<file path="src/rtl/ram_test_pkg.sv">
// ============================================================================
// ram_test_pkg: shared types and background-word helpers for the March C- BIST
// Revision: 1.0
// ============================================================================
`default_nettype none

package ram_test_pkg;

  typedef enum logic [1:0] {
    S_IDLE = 2'd0,
    S_RUN  = 2'd1,
    S_DONE = 2'd2
  } state_t;

  typedef enum logic [2:0] {
    M0 = 3'd0,
    M1 = 3'd1,
    M2 = 3'd2,
    M3 = 3'd3,
    M4 = 3'd4,
    M5 = 3'd5
  } elem_t;

  typedef enum logic {
    OP_READ  = 1'b0,
    OP_WRITE = 1'b1
  } op_t;

  localparam int c_MAX_DW = 64;

  // Background word of the requested width; callers truncate to DATA_WIDTH.
  function automatic logic [c_MAX_DW-1:0] background_word(input logic i_ones, input int i_width);
    logic [c_MAX_DW-1:0] w_word;
    w_word = '0;
    for (int b = 0; b < c_MAX_DW; b++) begin
      if (b < i_width) w_word[b] = i_ones;
    end
    return w_word;
  endfunction

  function automatic logic elem_is_down(input elem_t i_e);
    return (i_e == M3) || (i_e == M4);
  endfunction

  function automatic logic elem_has_read(input elem_t i_e);
    return i_e != M0;
  endfunction

  function automatic logic elem_has_write(input elem_t i_e);
    return i_e != M5;
  endfunction

  function automatic logic elem_write_ones(input elem_t i_e);
    return (i_e == M1) || (i_e == M3);
  endfunction

  function automatic logic elem_read_ones(input elem_t i_e);
    return (i_e == M2) || (i_e == M4);
  endfunction

  function automatic elem_t elem_next(input elem_t i_e);
    elem_t w_n;
    case (i_e)
      M0:      w_n = M1;
      M1:      w_n = M2;
      M2:      w_n = M3;
      M3:      w_n = M4;
      M4:      w_n = M5;
      default: w_n = M5;
    endcase
    return w_n;
  endfunction

endpackage

`default_nettype wire

</file>
<file path="src/rtl/ram_march_addr_gen.sv">
// ============================================================================
// ram_march_addr_gen: wrapping up/down address counter with load and terminal count
// Revision: 1.0
// ============================================================================
`default_nettype none

module ram_march_addr_gen #(
  parameter int ADDR_WIDTH = 4
) (
  input  logic                  clk,
  input  logic                  rst_n,
  input  logic                  i_load,
  input  logic                  i_step,
  input  logic                  i_dir_down,
  output logic [ADDR_WIDTH-1:0] o_addr,
  output logic                  o_tc
);

  logic [ADDR_WIDTH-1:0] r_addr;

  always_ff @(posedge clk or negedge rst_n) begin
    if (!rst_n) begin
      r_addr <= '0;
    end else if (i_load) begin
      r_addr <= '0;
    end else if (i_step) begin
      r_addr <= i_dir_down ? (r_addr - 1'b1) : (r_addr + 1'b1);
    end
  end

  assign o_addr = r_addr;
  assign o_tc   = i_dir_down ? (r_addr == '0) : (r_addr == '1);

endmodule

`default_nettype wire

</file>
<file path="src/rtl/ram_march_tester.sv">
// ============================================================================
// ram_march_tester: March C- BIST sequencer with first-failure capture
// Revision: 1.0
// ============================================================================
`default_nettype none

module ram_march_tester
  import ram_test_pkg::*;
#(
  parameter int DATA_WIDTH = 8,
  parameter int ADDR_WIDTH = 4
) (
  input  logic                  clock,
  input  logic                  reset_n,
  input  logic                  start,
  output logic [DATA_WIDTH-1:0] ram_data_in,
  output logic [ADDR_WIDTH-1:0] ram_address,
  output logic                  ram_write_enable,
  input  logic [DATA_WIDTH-1:0] ram_data_out,
  output logic                  busy,
  output logic                  done,
  output logic                  pass,
  output logic [ADDR_WIDTH-1:0] fail_address,
  output logic [DATA_WIDTH-1:0] fail_expected,
  output logic [DATA_WIDTH-1:0] fail_actual
);

  localparam logic [DATA_WIDTH-1:0] c_B0 = DATA_WIDTH'(background_word(1'b0, DATA_WIDTH));
  localparam logic [DATA_WIDTH-1:0] c_B1 = DATA_WIDTH'(background_word(1'b1, DATA_WIDTH));

  state_t                r_state;
  elem_t                 r_elem;
  op_t                   r_op;
  logic                  r_busy;
  logic                  r_done;
  logic                  r_pass;
  logic [ADDR_WIDTH-1:0] r_fail_address;
  logic [DATA_WIDTH-1:0] r_fail_expected;
  logic [DATA_WIDTH-1:0] r_fail_actual;

  logic [ADDR_WIDTH-1:0] w_addr;
  logic                  w_tc;
  logic                  w_load;
  logic                  w_step;
  logic                  w_running;
  logic                  w_mismatch;
  logic [DATA_WIDTH-1:0] w_exp;
  logic [DATA_WIDTH-1:0] w_wr_word;
  elem_t                 w_next_elem;

  assign w_running   = (r_state == S_RUN);
  assign w_next_elem = elem_next(r_elem);
  assign w_exp       = elem_read_ones(r_elem) ? c_B1 : c_B0;
  assign w_wr_word   = elem_write_ones(r_elem) ? c_B1 : c_B0;
  assign w_mismatch  = (ram_data_out != w_exp);

  // Across an element boundary the counter keeps walking when the direction
  // is unchanged (wrap) and holds when it reverses, so no idle cycle is needed.
  always_comb begin
    w_load = 1'b0;
    w_step = 1'b0;
    case (r_state)
      S_IDLE, S_DONE: w_load = start;
      S_RUN: begin
        if (r_op == OP_WRITE) begin
          w_step = !w_tc || (elem_is_down(w_next_elem) == elem_is_down(r_elem));
        end else begin
          w_step = !elem_has_write(r_elem) && !w_mismatch && !w_tc;
        end
      end
      default: ;
    endcase
  end

  ram_march_addr_gen #(
    .ADDR_WIDTH(ADDR_WIDTH)
  ) u_addr_gen (
    .clk       (clock),
    .rst_n     (reset_n),
    .i_load    (w_load),
    .i_step    (w_step),
    .i_dir_down(elem_is_down(r_elem)),
    .o_addr    (w_addr),
    .o_tc      (w_tc)
  );

  always_ff @(posedge clock or negedge reset_n) begin
    if (!reset_n) begin
      r_state         <= S_IDLE;
      r_elem          <= M0;
      r_op            <= OP_WRITE;
      r_busy          <= 1'b0;
      r_done          <= 1'b0;
      r_pass          <= 1'b0;
      r_fail_address  <= '0;
      r_fail_expected <= '0;
      r_fail_actual   <= '0;
    end else begin
      case (r_state)
        S_IDLE, S_DONE: begin
          if (start) begin
            r_state         <= S_RUN;
            r_elem          <= M0;
            r_op            <= OP_WRITE;
            r_busy          <= 1'b1;
            r_done          <= 1'b0;
            r_pass          <= 1'b0;
            r_fail_address  <= '0;
            r_fail_expected <= '0;
            r_fail_actual   <= '0;
          end
        end
        S_RUN: begin
          if (r_op == OP_READ) begin
            if (w_mismatch) begin
              r_state         <= S_DONE;
              r_busy          <= 1'b0;
              r_done          <= 1'b1;
              r_pass          <= 1'b0;
              r_fail_address  <= w_addr;
              r_fail_expected <= w_exp;
              r_fail_actual   <= ram_data_out;
            end else if (elem_has_write(r_elem)) begin
              r_op <= OP_WRITE;
            end else if (w_tc) begin
              r_state <= S_DONE;
              r_busy  <= 1'b0;
              r_done  <= 1'b1;
              r_pass  <= 1'b1;
            end
          end else begin
            if (w_tc) begin
              r_elem <= w_next_elem;
              r_op   <= OP_READ;
            end else begin
              r_op <= elem_has_read(r_elem) ? OP_READ : OP_WRITE;
            end
          end
        end
        default: r_state <= S_IDLE;
      endcase
    end
  end

  assign busy             = r_busy;
  assign done             = r_done;
  assign pass             = r_pass;
  assign fail_address     = r_fail_address;
  assign fail_expected    = r_fail_expected;
  assign fail_actual      = r_fail_actual;
  assign ram_write_enable = w_running && (r_op == OP_WRITE);
  assign ram_address      = w_running ? w_addr : '0;
  assign ram_data_in      = ram_write_enable ? w_wr_word : '0;

endmodule

`default_nettype wire

</file>
<file path="config.mk">
export PLATFORM = sky130hd
export DESIGN_NAME = ram_march_tester
export DESIGN_NICKNAME = d
export VERILOG_FILES = /design/src/rtl/ram_test_pkg.sv /design/src/rtl/ram_march_addr_gen.sv /design/src/rtl/ram_march_tester.sv
export SDC_FILE = /design/constraint.sdc
export NUM_CORES = 1
export LEC_CHECK = 0
export BUFFER_PORTS_ARGS = -buffer_cell sky130_fd_sc_hd__buf_2
export CORE_MARGIN = 2
export CORE_UTILIZATION = 40
export DETAILED_ROUTE_END_ITERATION = 12
export GPL_TIMING_DRIVEN = 0
export PLACE_DENSITY_LB_ADDON = 0.05
export REMOVE_ABC_BUFFERS = 1
export SLEW_MARGIN = 20
export SYNTH_ARGS = -nofsm -noshare
export SYNTH_HDL_FRONTEND = slang
export SYNTH_SLANG_ARGS = --single-unit
</file>
<file path="constraint.sdc">
create_clock -name clock -period 3.1 [get_ports clock]
set_input_delay 0.62 -clock clock [delete_from_list [all_inputs] [get_ports clock]]
set_output_delay 0.62 -clock clock [all_outputs]
set_load 0.02 [all_outputs]
</file>
-- Word level (Yosys, flattened, before mapping)
Index checks and enable logic that the tools add are counted.
- add/subtract/negate cells: 2
- eq/ne operators: 19
- muxes and demuxes: 54
- reductions and logical operators: 23
- operators by type and width (cell ; number):
    $mux 8 ; 8
    $pmux 8 s2 ; 2
    $mux 4 ; 7
    $mux 1 ; 21
    $pmux 3 s4 ; 1
    $reduce_and 4->1 ; 3
    $mux 2 ; 5
    $eq 3x2->1 const B ; 3
    $mux 3 ; 3
    $ne 2x2->1 const B ; 4
    $ne 8x8->1 ; 1
    $pmux 1 s2 ; 4
    $pmux 4 s2 ; 1
    $eq 3x3->1 const B ; 2
    $ne 3x3->1 const B ; 2
    $pmux 3 s2 ; 1
    $logic_or 1x1->1 ; 5
    $reduce_and 5->1 ; 1
    $add 4x1->4 const B ; 1
    $eq 4x4->1 const B ; 1
    $logic_not 4->1 ; 1
    $pmux 2 s2 ; 1
    $reduce_bool 2->1 ; 2
    $sub 4x1->4 const B ; 1
    13 further kinds ; 17
- register bits after elaboration: 33
- input port bits: 11
- output and inout port bits: 36
- logic and storage cells: 108

-- Longest topological paths before layout
Gate-level depths: netlist of run 1.
- depth after elaboration: 11
- mapped depth: 9

-- Cells and area by module
Synthesis of run 1 repeated with hierarchy kept, for this count alone.
- cells, all modules: 191
- area, all modules: 1717.9 sq um
- modules (own cells, without submodules) (module ; instances ; cells an instance ; area an instance (sq um) ; sequential area each (sq um)):
    ram_march_tester ; 1 ; 164 ; 1443.9 ; 551.8
    ram_march_addr_gen ; 1 ; 27 ; 274.0 ; 100.1

-- Worst setup path before layout of run 1
No wires, ideal clock.
- kind: register to register
- from: reg r_elem[0]
- to: reg u_addr_gen.r_addr[3] (netlist: u_addr_gen.o_addr[3])
- data arrival time: 2.281 ns
- setup slack: 0.739 ns
- stages on the path, launching flop included: 10
- path buffers: 1
- clock period less this slack: 2.361 ns
- path through: dfrtp_1 clkbuf_1 or3b_2 nand2_1 ha_1 a21o_1 a21oi_1 nand3_1 a221oi_1 mux2i_1
- longest elaborated chain between the ends: 10
- elaborated cells between the ends (all ways): 28
- those cells by class: eq/ne: 9; mux: 8; reduce/logical: 11
- RTL lines (what ; line ; RTL):
    start: declaration ; ram_march_tester.sv:32 ; elem_t r_elem;
    start signal: assignment ; ram_march_tester.sv:133 ; r_elem <= w_next_elem;
    $eq 3x2->1 / $eq 3x3->1 (equally long branches) ; ram_test_pkg.sv:58, ram_test_pkg.sv:63, ram_test_pkg.sv:42 ;
    $logic_or 1x1->1 ; ram_test_pkg.sv:58 ; return (i_e == M2) || (i_e == M4);
    $mux 8 ; ram_march_tester.sv:53 ; assign w_exp = elem_read_ones(r_elem) ? c_B1 : c_B0;
    $ne 8x8->1 ; ram_march_tester.sv:55 ; assign w_mismatch = (ram_data_out != w_exp);
    $logic_not 1->1 ; ram_march_tester.sv:68 ; w_step = !elem_has_write(r_elem) && !w_mismatch && !w_tc;
    $logic_and 1x1->1 (2 in a row) ; ram_march_tester.sv:68 ;
    $mux 1 ; ram_march_tester.sv:65 ; if (r_op == OP_WRITE) begin
    $mux 1 ; ram_march_tester.sv:62 ; case (r_state)
    $reduce_bool 2->1 (no source line) ; -- ;
    end signal: assignment ; ram_march_addr_gen.sv:27 ; r_addr <= i_dir_down ? (r_addr - 1'b1) : (r_addr + 1'b1);
    end: declaration ; ram_march_addr_gen.sv:19 ; logic [ADDR_WIDTH-1:0] r_addr;
Parallel ways exist; a longest one is shown, timed or not. The select of a mux whose other input is x is not followed.
A chain may end at the register's enable or synchronous reset.

-- Worst setup path after layout of run 1
- from: reg r_state[0]
- to: out ram_data_in[4]
- longest elaborated chain between the ends: 3
- RTL lines (what ; line ; RTL):
    start: declaration ; ram_march_tester.sv:31 ; state_t r_state;
    start signal: assignment ; ram_march_tester.sv:89 ; r_state <= S_IDLE;
    start signal: assignment ; ram_march_tester.sv:102 ; r_state <= S_RUN;
    start signal: assignment ; ram_march_tester.sv:116 ; r_state <= S_DONE;
    $eq 2x1->1 ; ram_march_tester.sv:51 ; assign w_running = (r_state == S_RUN);
    $logic_and 1x1->1 ; ram_march_tester.sv:151 ; assign ram_write_enable = w_running && (r_op == OP_WRITE);
    $mux 8 ; ram_march_tester.sv:153 ; assign ram_data_in = ram_write_enable ? w_wr_word : '0;
    end: declaration ; ram_march_tester.sv:16 ; output logic [DATA_WIDTH-1:0] ram_data_in,
Every way passes these cells.

==> results of run 1 <==
## cells in the mapped netlist (all sizes together), types with 2 or more instances
cell type and number:
inv 15, or4 2, buf 17, a21oi 5, a21o 3, o21ai 4, ha 2, nand2 20
nor3 2, dfrtp 25, clkbuf 3, o211ai 2, and2 2, nor2 9, nand2b 3, nand4 3
nor2b 3, nor4 3, mux2i 13, mux2 5, nand3 3, xor2 2
## registers in the layout, indices dropped and copies added (netlist names)
register and flops:
r_op 1, fail_address 4, r_state 2, u_addr_gen.o_addr 4, pass 1, busy 1
fail_actual 8, fail_expected 1, r_elem 3, done 1
## cells in the final DEF, fill, tap and decap left out, types with 3 or more instances in the layout
cell type / count
buf_2: 46
dfrtp_1: 25
nand2_1: 20
inv_1: 15
mux2i_1: 13
nor2_1: 8
a21oi_1: 5
o21ai_0: 4
clkbuf_8: 4
nand2b_1: 3
nand4_1: 3
nor4_1: 3
nand3_1: 3
mux2_2: 3
## power groups by stage
stage	combinational, mW	clock [mW]	sequential, mW
finish	0.919	0.219	0.582
CTS	0.930	0.230	0.580
global placement	0.914	0	0.577
detailed placement	0.927	0	0.585
floorplan	0.526	0	0.697
global route	1.01	0.242	0.600
## per-layer routing
metal,share of wire (%),track usage (%),vias up
li1,-,-,602
met1,44,19.7,603
met2,50,26.6,38
met3,5.0,3.72,2
met4,0.71,3.06,0
met5,0,0,-
## worst max-delay path by stage
stage | start | endpoint | slack [ns] | depth (start not counted)
global route | r_state[0] | ram_data_in[5] | 0.24 | 4
finish | r_state[0] | ram_data_in[4] | 0.47 | 4
detailed placement | r_state[0] | ram_data_in[4] | 0.43 | 4
global placement | r_state[0] | ram_data_in[0] | 0.50 | 4
CTS | r_state[0] | ram_data_in[4] | 0.12 | 4
floorplan | r_state[0] | ram_data_in[0] | -0.64 | 3
## cell type report
class | count | area, µm² | area share, %
multi-input cells | 102 | 729 | 40.9
flip-flops and latches | 26 | 652 | 36.6
repair buffers | 46 | 230 | 12.9
well taps | 48 | 60.1 | 3.37
inverters | 15 | 56.3 | 3.16
clock buffers | 4 | 55.1 | 3.09
## worst max-delay path, cell delays in order, from the launching register on
cell	delay (ns)
dfrtp_1	0.42
nor2b_2	0.53
nand2_1	0.24
nor2_1	0.32
buf_2	0.23
## per-stage QoR
step	hold WS, ns	cell area (µm²)	total power [mW]
floorplan	0.324	1440	1.22
global placement	0.460	1730	1.49
detailed placement	0.474	1730	1.51
CTS	0.358	1780	1.74
global route	0.377	1780	1.85
finish	0.329	1780	1.72
## cell families after synthesis
| family | after synthesis | share of synthesized area (%) |
|---|---|---|
| buffers and inverters | 35 | 12.8 |
| DFF | 26 | 41.2 |
| adders and majority gates | 3 | 2.85 |
| muxes | 18 | 12.3 |
| and+or+nand+nor | 54 | 17.3 |
| xor gates and xnor gates | 3 | 1.66 |
| AOI/OAI and AO/OA | 24 | 11.9 |
## what timing repair did
action	4_1_cts	5_1_grt
gates resized for setup	0	1
setup buffers	0	0
setup endpoints to repair	0	8
==> out/summary.txt, run 1 <==
Status: complete, no violations
Initial drt markers: 76
CTS clk-pin slew, worst paths: 0.09 ns
Hold-fix buffers, CTS: 0
Placeable core area: 3740 µm²
Mapped Cells: 163
# rows: 22
Ranking of synthesized cells by area: dfrtp_1, mux2i_1, buf_4
Fin. Hold Viols: 0
Antenna cells: 0
Main flop type after synthesis: dfrtp_1
Area delta synth->final: 12.7%
Final setup margin: 0.467 ns
Initial Utilization: 42.2%
Placed cells: 237
Max Cap Violations: 0
Final WL: 3250 µm
Syn_area_per_cell: 9.70 µm²
IO Pins: 47
Clock Latency Late Sink: 0.27 ns
Chip height: 66.9 µm
Die Wd: 66.9 µm
Slew headroom: 61.4%
Reg-to-reg critical path startpoint: r_elem[0]
Crit share post-route: 84.9%
Die area: 4470 µm²
DRC: 0
Worst reg2reg path depth: 8
Seq pwr share: 33.9%
Filler instances: 405
Largest net degree at the start of global routing: 27
Final #Nets: 208
Clock Power Share: 12.7%
Vias: 1,245
First-pass GRT wire length: 5270 µm
Combinational Power Share: 53.4%
Nature of the critical path startpoint: register
Post-route antenna net violation count: 0
Sw Pwr: 0.799 mW
Arrival @ worst endpoint: 2.01 ns
CP Class: reg2out
# port buffers: 46
Clock tree sinks: 26
Power per cell area: 964 nW/µm²
Synth Warn #: 0
Skew final: 0.00640 ns
Fin Setup TNS: 0 ns
CTS max path bufs: 2
Post-synth EDFFs: 0
Leakage Power: 0.925 nW
Place WS: 0.432 ns
Final GP Congestion: 0.820
RSZ-0062 raised after global routing: false
Fin crit period: 2.63 ns
Max Slew Vio Count: 0
Vias in the first global route: 1,135
Initial antenna violation count: 0
Fraction of layout cells with a size suffix above 1: 32.6%
Async set-reset flop share out of synthesis: 100%
Library cells used by synthesis: 45
Vias per Instance: 5.17
Max FO, Critical Path: 14
R2R Setup Slk: 0.52 ns
Actual slew at the worst max-slew pin: 0.576 ns
Fin util: 47.6%
H-tree lvl count: 1
Highest clock rate: 0.380 GHz
Overall routing resource usage: 15.5%
FF-to-FF End: u_addr_gen.o_addr[3]
Req. time, crit path: 2.48 ns
GR Overflow Total: 0
Yosys top cell area share: 39.6%
Cell Area, Synth: 1580 µm²
Sw frac: 46.5%
TritonCTS clock tree: yes
Seq/Total Area, Yosys: 41.2%
Dominant cell type by area after synthesis: dfrtp_1
Worst min-delay path class: in2async
First drt pass iteration count: 4
Internal power: 0.921 mW
DP HPWL: 2450 µm
DR WL/cell: 13.5 µm
Final setup vio count: 0
CTS Buf Count: 3
Root Driver: clkbuf_8
Crit end category: output pin
Register bit total from synthesis: 26
Peak supply drop: 0.606 mV
Final non-filler cell total: 241
(Power assumes the default switching activity.)
==> run 2: changes to the inputs <==
--- a/config.mk
+++ b/config.mk
@@ -5,6 +5,7 @@
 export SDC_FILE = /design/constraint.sdc
 export NUM_CORES = 1
 export LEC_CHECK = 0
+export ABC_AREA = 1
 export BUFFER_PORTS_ARGS = -buffer_cell sky130_fd_sc_hd__buf_2
 export CORE_MARGIN = 2
 export CORE_UTILIZATION = 40
==> constraint.sdc (replaced) <==
create_clock -name clock -period 2.3 [get_ports clock]
set_input_delay 0.46 -clock clock [delete_from_list [all_inputs] [get_ports clock]]
set_output_delay 0.46 -clock clock [all_outputs]
set_load 0.02 [all_outputs]
==> out/summary.txt, run 2 <==
Max FO, Critical Path: 8 (-6)
Post-synth top cells: nand2_1, nand3_1, dfrtp_1
IO Pins: 47 (unchanged)
Slew headroom: 59.6% (-1.8 points)
Placed inst area: 1800 µm² (+4.6%)
Critical Path Slowest Stage Cell: dfrtp_1
Crit path launch: r_state[0]
Antenna cells: 0 (unchanged)
Die area: 4650 µm² (+3.9%)
Final non-filler cell total: 300 (+24%)
RSZ-0062 raised after global routing: false
Ranking of synthesized cells by area: dfrtp_1, nand2_1, nand3_1
Actual slew at the worst max-slew pin: 0.605 ns (+0.0296 ns)
Syn_area_per_cell: 7.70 µm² (-21%)
R2R Setup Slk: 0.55 ns (+0.03 ns)
Max Cap Violations: 0 (unchanged)
Highest clock rate: 0.512 GHz
Initial drt markers: 66 (-13%)
CP Cell Sequence: inv_2 > nor2_8 > nand2_1 > nor2_2 > buf_2
Mapped Cells: 214 (+31%)
Initial Utilization: 41.5% (-0.75 points)
Vias per Instance: 4.87 (-5.8%)
Cell with the most instances after synthesis: nand2_1
Final GP Congestion: 0.780 (-4.8%)
Power per cell area: 1200 nW/µm² (+25%)
Peak supply drop: 0.534 mV (-12%)
Arrival @ worst endpoint: 1.49 ns (-0.52 ns)
Root Driver: clkbuf_8
Vias in the first global route: 1,252 (+10%)
Fin. Hold Viols: 0 (unchanged)
H-tree lvl count: 1 (unchanged)
CTS Buf Count: 3 (unchanged)
Fraction of layout cells with a size suffix above 1: 34.4% (+1.8 points)
Yosys top cell area share: 38.0% (-1.6 points)
Max reg flops: 8 (unchanged)
Dominant cell type by area after synthesis: dfrtp_1
CTS clk-pin slew, worst paths: 0.09 ns (about the same)
Largest net degree at the start of global routing: 27 (unchanged)
Clock Latency Late Sink: 0.27 ns (about the same)
Fin util: 47.6% (-0.053 points)
Reg-to-reg critical path startpoint: r_elem[0]
Most frequent cells in the layout: nand2_1, buf_2, nand3_1
Seq/Total Area, Yosys: 39.6% (-1.7 points)
Leakage Power: 1.10 nW (+18%)
Register bit total from synthesis: 26 (unchanged)
Worst min-delay path class: in2async
Status: complete, no violations
First drt pass iteration count: 4 (unchanged)
CTS max path bufs: 2 (unchanged)
Initial antenna violation count: 0 (unchanged)
Overall routing resource usage: 15.8% (+0.29 points)
Async set-reset flop share out of synthesis: 100% (unchanged)
Nature of the critical path startpoint: register
Vias: 1,460 (+17%)
Fin crit period: 1.95 ns
Crit-path max cell delay: 0.41 ns (-0.12 ns)
DP HPWL: 2540 µm (+3.6%)
Library cells used by synthesis: 27 (-40%)
Final setup vio count: 0 (unchanged)
FF-to-FF End: u_addr_gen.o_addr[3]
Die Wd: 68.2 µm (+2.0%)
Skew final: 0.00164 ns (-0.00476 ns)
Post-synth EDFFs: 0 (unchanged)
Crit end category: output pin
Max Slew Vio Count: 0 (unchanged)
Design area: 1890 µm² (+6.0%)
Post-route antenna net violation count: 0 (unchanged)
TritonCTS clock tree: yes
Cell Area, Synth: 1650 µm² (+4.2%)
Hold WS: 0.190 ns (-0.139 ns)
Synth Warn #: 0 (unchanged)
Hold-fix buffers, CTS: 0 (unchanged)
Final #Nets: 265 (+27%)
Area delta synth->final: 14.7%
Final WL: 3490 µm (+7.6%)
Worst reg2reg path depth: 11 (+3)
Crit share post-route: 84.9%
First-pass GRT wire length: 5620 µm (+6.7%)
GR Overflow Total: 0 (unchanged)
CP Class: reg2out
DRC: 0 (unchanged)
# port buffers: 46 (unchanged)
# rows: 23 (+4.5%)
DR WL/cell: 11.6 µm (-14%)
Chip height: 68.2 µm (+2.0%)
Placeable core area: 3970 µm² (+6.1%)
Clock tree sinks: 26 (unchanged)
Main flop type after synthesis: dfrtp_1
Placed cells: 291 (+23%)
Commonest non-fill, non-tap cell in the layout: nand2_1
Req. time, crit path: 1.84 ns (-0.64 ns)
run 2: through the flow:
stage	setup slack, ns	power (mW)	TNS (ns)
floorplan	-1.04	1.60	-8.31
global placement	0.312	1.95	0
detailed placement	0.286	1.96	0
CTS	0.0634	2.23	0
global route	0.217	2.47	0
finish	0.348	2.27	0
run 2: final cells by class:
cell class	count	area, µm²
inverter	20	77.6
sequential	26	652
multi-input combinational	149	785
fill	416	2080
clock buffer	4	45.0
timing repair buffer	51	268
tap	50	62.6
run 2: how the worst max path moves through the flow:
stage	slack (ns)	depth (start not counted)	endpoint
detailed placement	0.29	4	ram_data_in[1]
global route	0.22	5	ram_data_in[0]
finish	0.35	5	ram_data_in[1]
CTS	0.06	4	ram_data_in[1]
floorplan	-1.04	3	ram_data_in[0]
global placement	0.31	4	ram_data_in[7]
run 2: what timing repair did:
| item | 4_1_cts | 5_1_grt |
|---|---|---|
| setup buffers | 0 | 5 |
| endpoints found under the hold margin | 0 | 0 |
| gates cloned | 0 | 0 |
| resized for setup | 1 | 0 |
| pin swaps | 0 | 1 |
| endpoints found under the setup margin | 8 | 8 |
run 2: where the power goes:
group	switching (mW)	internal, mW
clock	0.144	0.124
combinational	0.833	0.421
sequential	0.127	0.619
total	1.10	1.16
run 2: metal layers:
metal	vias up	share of wire (%)	track usage, %
li1	741	-	-
met3	2	6.7	2.80
met1	667	46	21.1
met4	0	0.60	3.75
met5	-	0	0
met2	50	46	26.3
run 2: critical path, delay by kind of cell, from the launching register on:
family	cells	cell delay, ns
simple gates	3	0.52
buf+inv	2	0.29
flops	1	0.41
run 2: cell families after synthesis:
kind of cell	share of synthesized area, %
adder cells (fa/ha/maj)	2.73
AO/OA/AOI/OAI	2.89
AND/OR/NAND/NOR	41.3
flip-flops	39.6
XOR/XNOR	0.532
buffers and inverters	13.0
==> run 3: changes to the inputs <==
--- a/config.mk
+++ b/config.mk
@@ -5,7 +5,7 @@
 export SDC_FILE = /design/constraint.sdc
 export NUM_CORES = 1
 export LEC_CHECK = 0
-export ABC_AREA = 1
+export ABC_AREA = 0
 export BUFFER_PORTS_ARGS = -buffer_cell sky130_fd_sc_hd__buf_2
 export CORE_MARGIN = 2
 export CORE_UTILIZATION = 40
==> constraint.sdc (replaced) <==
create_clock -name clock -period 1.7 [get_ports clock]
set_input_delay 0.34 -clock clock [delete_from_list [all_inputs] [get_ports clock]]
set_output_delay 0.34 -clock clock [all_outputs]
set_load 0.02 [all_outputs]
==> out/summary.txt, run 3 (synthesis gave the netlist of run 1 again) <==
Status: finished, violations left
Failing checks: negative setup slack
Place WS: -0.816 ns (-1.10 ns)
CP Class: reg2reg
Die area: 4470 µm² (-3.8%)
Actual slew at the worst max-slew pin: 0.796 ns (+0.191 ns)
Crit share post-route: 128%
Clock Latency Late Sink: 0.27 ns (about the same)
Max reg flops: 8 (unchanged)
Filler instances: 340 (-18%)
CTS max path bufs: 2 (unchanged)
Area delta synth->final: 44.9%
Overall routing resource usage: 18.8% (+3.0 points)
Worst min-delay path class: in2async
First-pass GRT wire length: 6270 µm (+12%)
Final #Nets: 236 (-11%)
Arrival @ worst endpoint: 2.38 ns (+0.89 ns)
Crit end category: register
Slew headroom: 46.8% (-13 points)
CTS Buf Count: 3 (unchanged)
# rows: 22 (-4.3%)
Most frequent cells in the layout: buf_2, dfrtp_1, buf_4
Skew final: 0.00269 ns (+0.00105 ns)
CTS clk-pin slew, worst paths: 0.09 ns (about the same)
TritonCTS clock tree: yes
Fin crit period: 2.18 ns
Clock tree sinks: 26 (unchanged)
RSZ-0062 raised after global routing: true
Final GP Congestion: 0.820 (+5.0%)
Final setup vio count: 32 (+32)
Die Wd: 66.9 µm (-1.9%)
DP HPWL: 2450 µm (-3.5%)
Max Cap Violations: 0 (unchanged)
Initial antenna violation count: 0 (unchanged)
IO Pins: 47 (unchanged)
Max Slew Vio Count: 0 (unchanged)
Antenna cells: 0 (unchanged)
Largest net degree at the start of global routing: 27 (unchanged)
Nature of the critical path startpoint: register
GR Overflow Total: 0 (unchanged)
Max FO, Critical Path: 8 (unchanged)
Req. time, crit path: 1.90 ns (+0.06 ns)
Peak supply drop: 1.21 mV (+130%)
Initial drt markers: 65 (-1.5%)
Power per cell area: 1750 nW/µm² (+46%)
Vias per Instance: 5.31 (+9.1%)
DRC: 0 (unchanged)
DR WL/cell: 16.3 µm (+40%)
# port buffers: 46 (unchanged)
Commonest non-fill, non-tap cell in the layout: buf_2
Vias: 1,428 (-2.2%)
Leakage Power: 1.11 nW (+1.7%)
Highest clock rate: 0.458 GHz
Fin Setup TNS: -6.21 ns (-6.21 ns)
H-tree lvl count: 1 (unchanged)
Fin. Hold Viols: 0 (unchanged)
Fraction of layout cells with a size suffix above 1: 54.8% (+20 points)
Final WL: 4370 µm (+25%)
Root Driver: clkbuf_8
Initial Utilization: 42.2% (+0.75 points)
Post-route antenna net violation count: 0 (unchanged)
Placeable core area: 3740 µm² (-5.7%)
First drt pass iteration count: 4 (unchanged)
Final setup margin: -0.483 ns (-0.831 ns)
Chip height: 66.9 µm (-1.9%)
Hold WS: 0.0579 ns (-0.132 ns)
Vias in the first global route: 1,336 (+6.7%)
## run 3: cell types whose count changed in the layout (fill, tap and decap cells not counted), moves of 10 or more
cell     before  now
nand2_1      65   17
nand3_1      28    3
buf_6         0   16
buf_4         5   20
mux2i_1       0   13
nor2_1       16    5
buf_2        46   36
## run 3: layout make-up
type                       instances  area, µm²  area share (%)
multi-input combinational        103        936            40.9
sequential                        26        656            28.6
timing repair buffer              73        526            22.9
tap                               48       60.1            2.62
inverter                          15       58.8            2.57
clock buffer                       4       55.1            2.40
## run 3: per-stage QoR
stage          std cells  utilization [%]  power, mW  area (µm²)
2_1_floorplan        143                -       2.23        1440
3_3_place_gp         237             46.1       2.72        1730
3_5_place_dp         237             46.1       2.76        1730
4_1_cts              256             55.0       3.60        2060
5_1_grt              269             61.2       4.25        2290
6_report             269             61.2       4.01        2290
## run 3: repair_timing
action,4_1_cts,5_1_grt
endpoints found under the hold margin,0,0
cloned,1,0
gates resized for setup,40,39
setup endpoints to repair,36,38
buffers inserted,14,14
hold buffers,0,0
pin swaps,15,12
## run 3: metal layers
| metal | wire length [µm] | track usage (%) |
|---|---|---|
| met3 | 205 | 4.73 |
| met1 | 1810 | 22.4 |
| met5 | 0 | 0 |
| met2 | 2290 | 33.3 |
| met4 | 75 | 5.10 |
## run 3: path summary, 6_finish.rpt
kind | slack [ns] | start | cells after the start | to
min in group clock | 0.32 | ram_data_out[3] | 3 | fail_actual[3]
max in group asynchronous | 1.22 | reset_n | 1 | r_elem[2]
setup / recovery | -0.48 | r_elem[1] | 9 | u_addr_gen.o_addr[3]
setup reg to reg | -0.48 | r_elem[1] | 9 | u_addr_gen.o_addr[3]
hold / removal | 0.06 | reset_n | 1 | u_addr_gen.o_addr[2]
hold reg to reg | 0.48 | done | 2 | done
## run 3: critical path: stages (launching register included)
cell and delay [ns]:
dfrtp_2 0.42, buf_4 0.18, nand3b_1 0.18, nand2_4 0.10, ha_4 0.27, a21o_1 0.12
a21oi_2 0.06, a211o_1 0.28, a221oi_2 0.28, mux2i_1 0.22
## run 3: power by group
group	total, mW	internal (mW)	switching, mW
Clock	0.400	0.207	0.192
Sequential	1.06	0.851	0.212
Combinational	2.55	1.14	1.40
Total	4.01	2.20	1.81
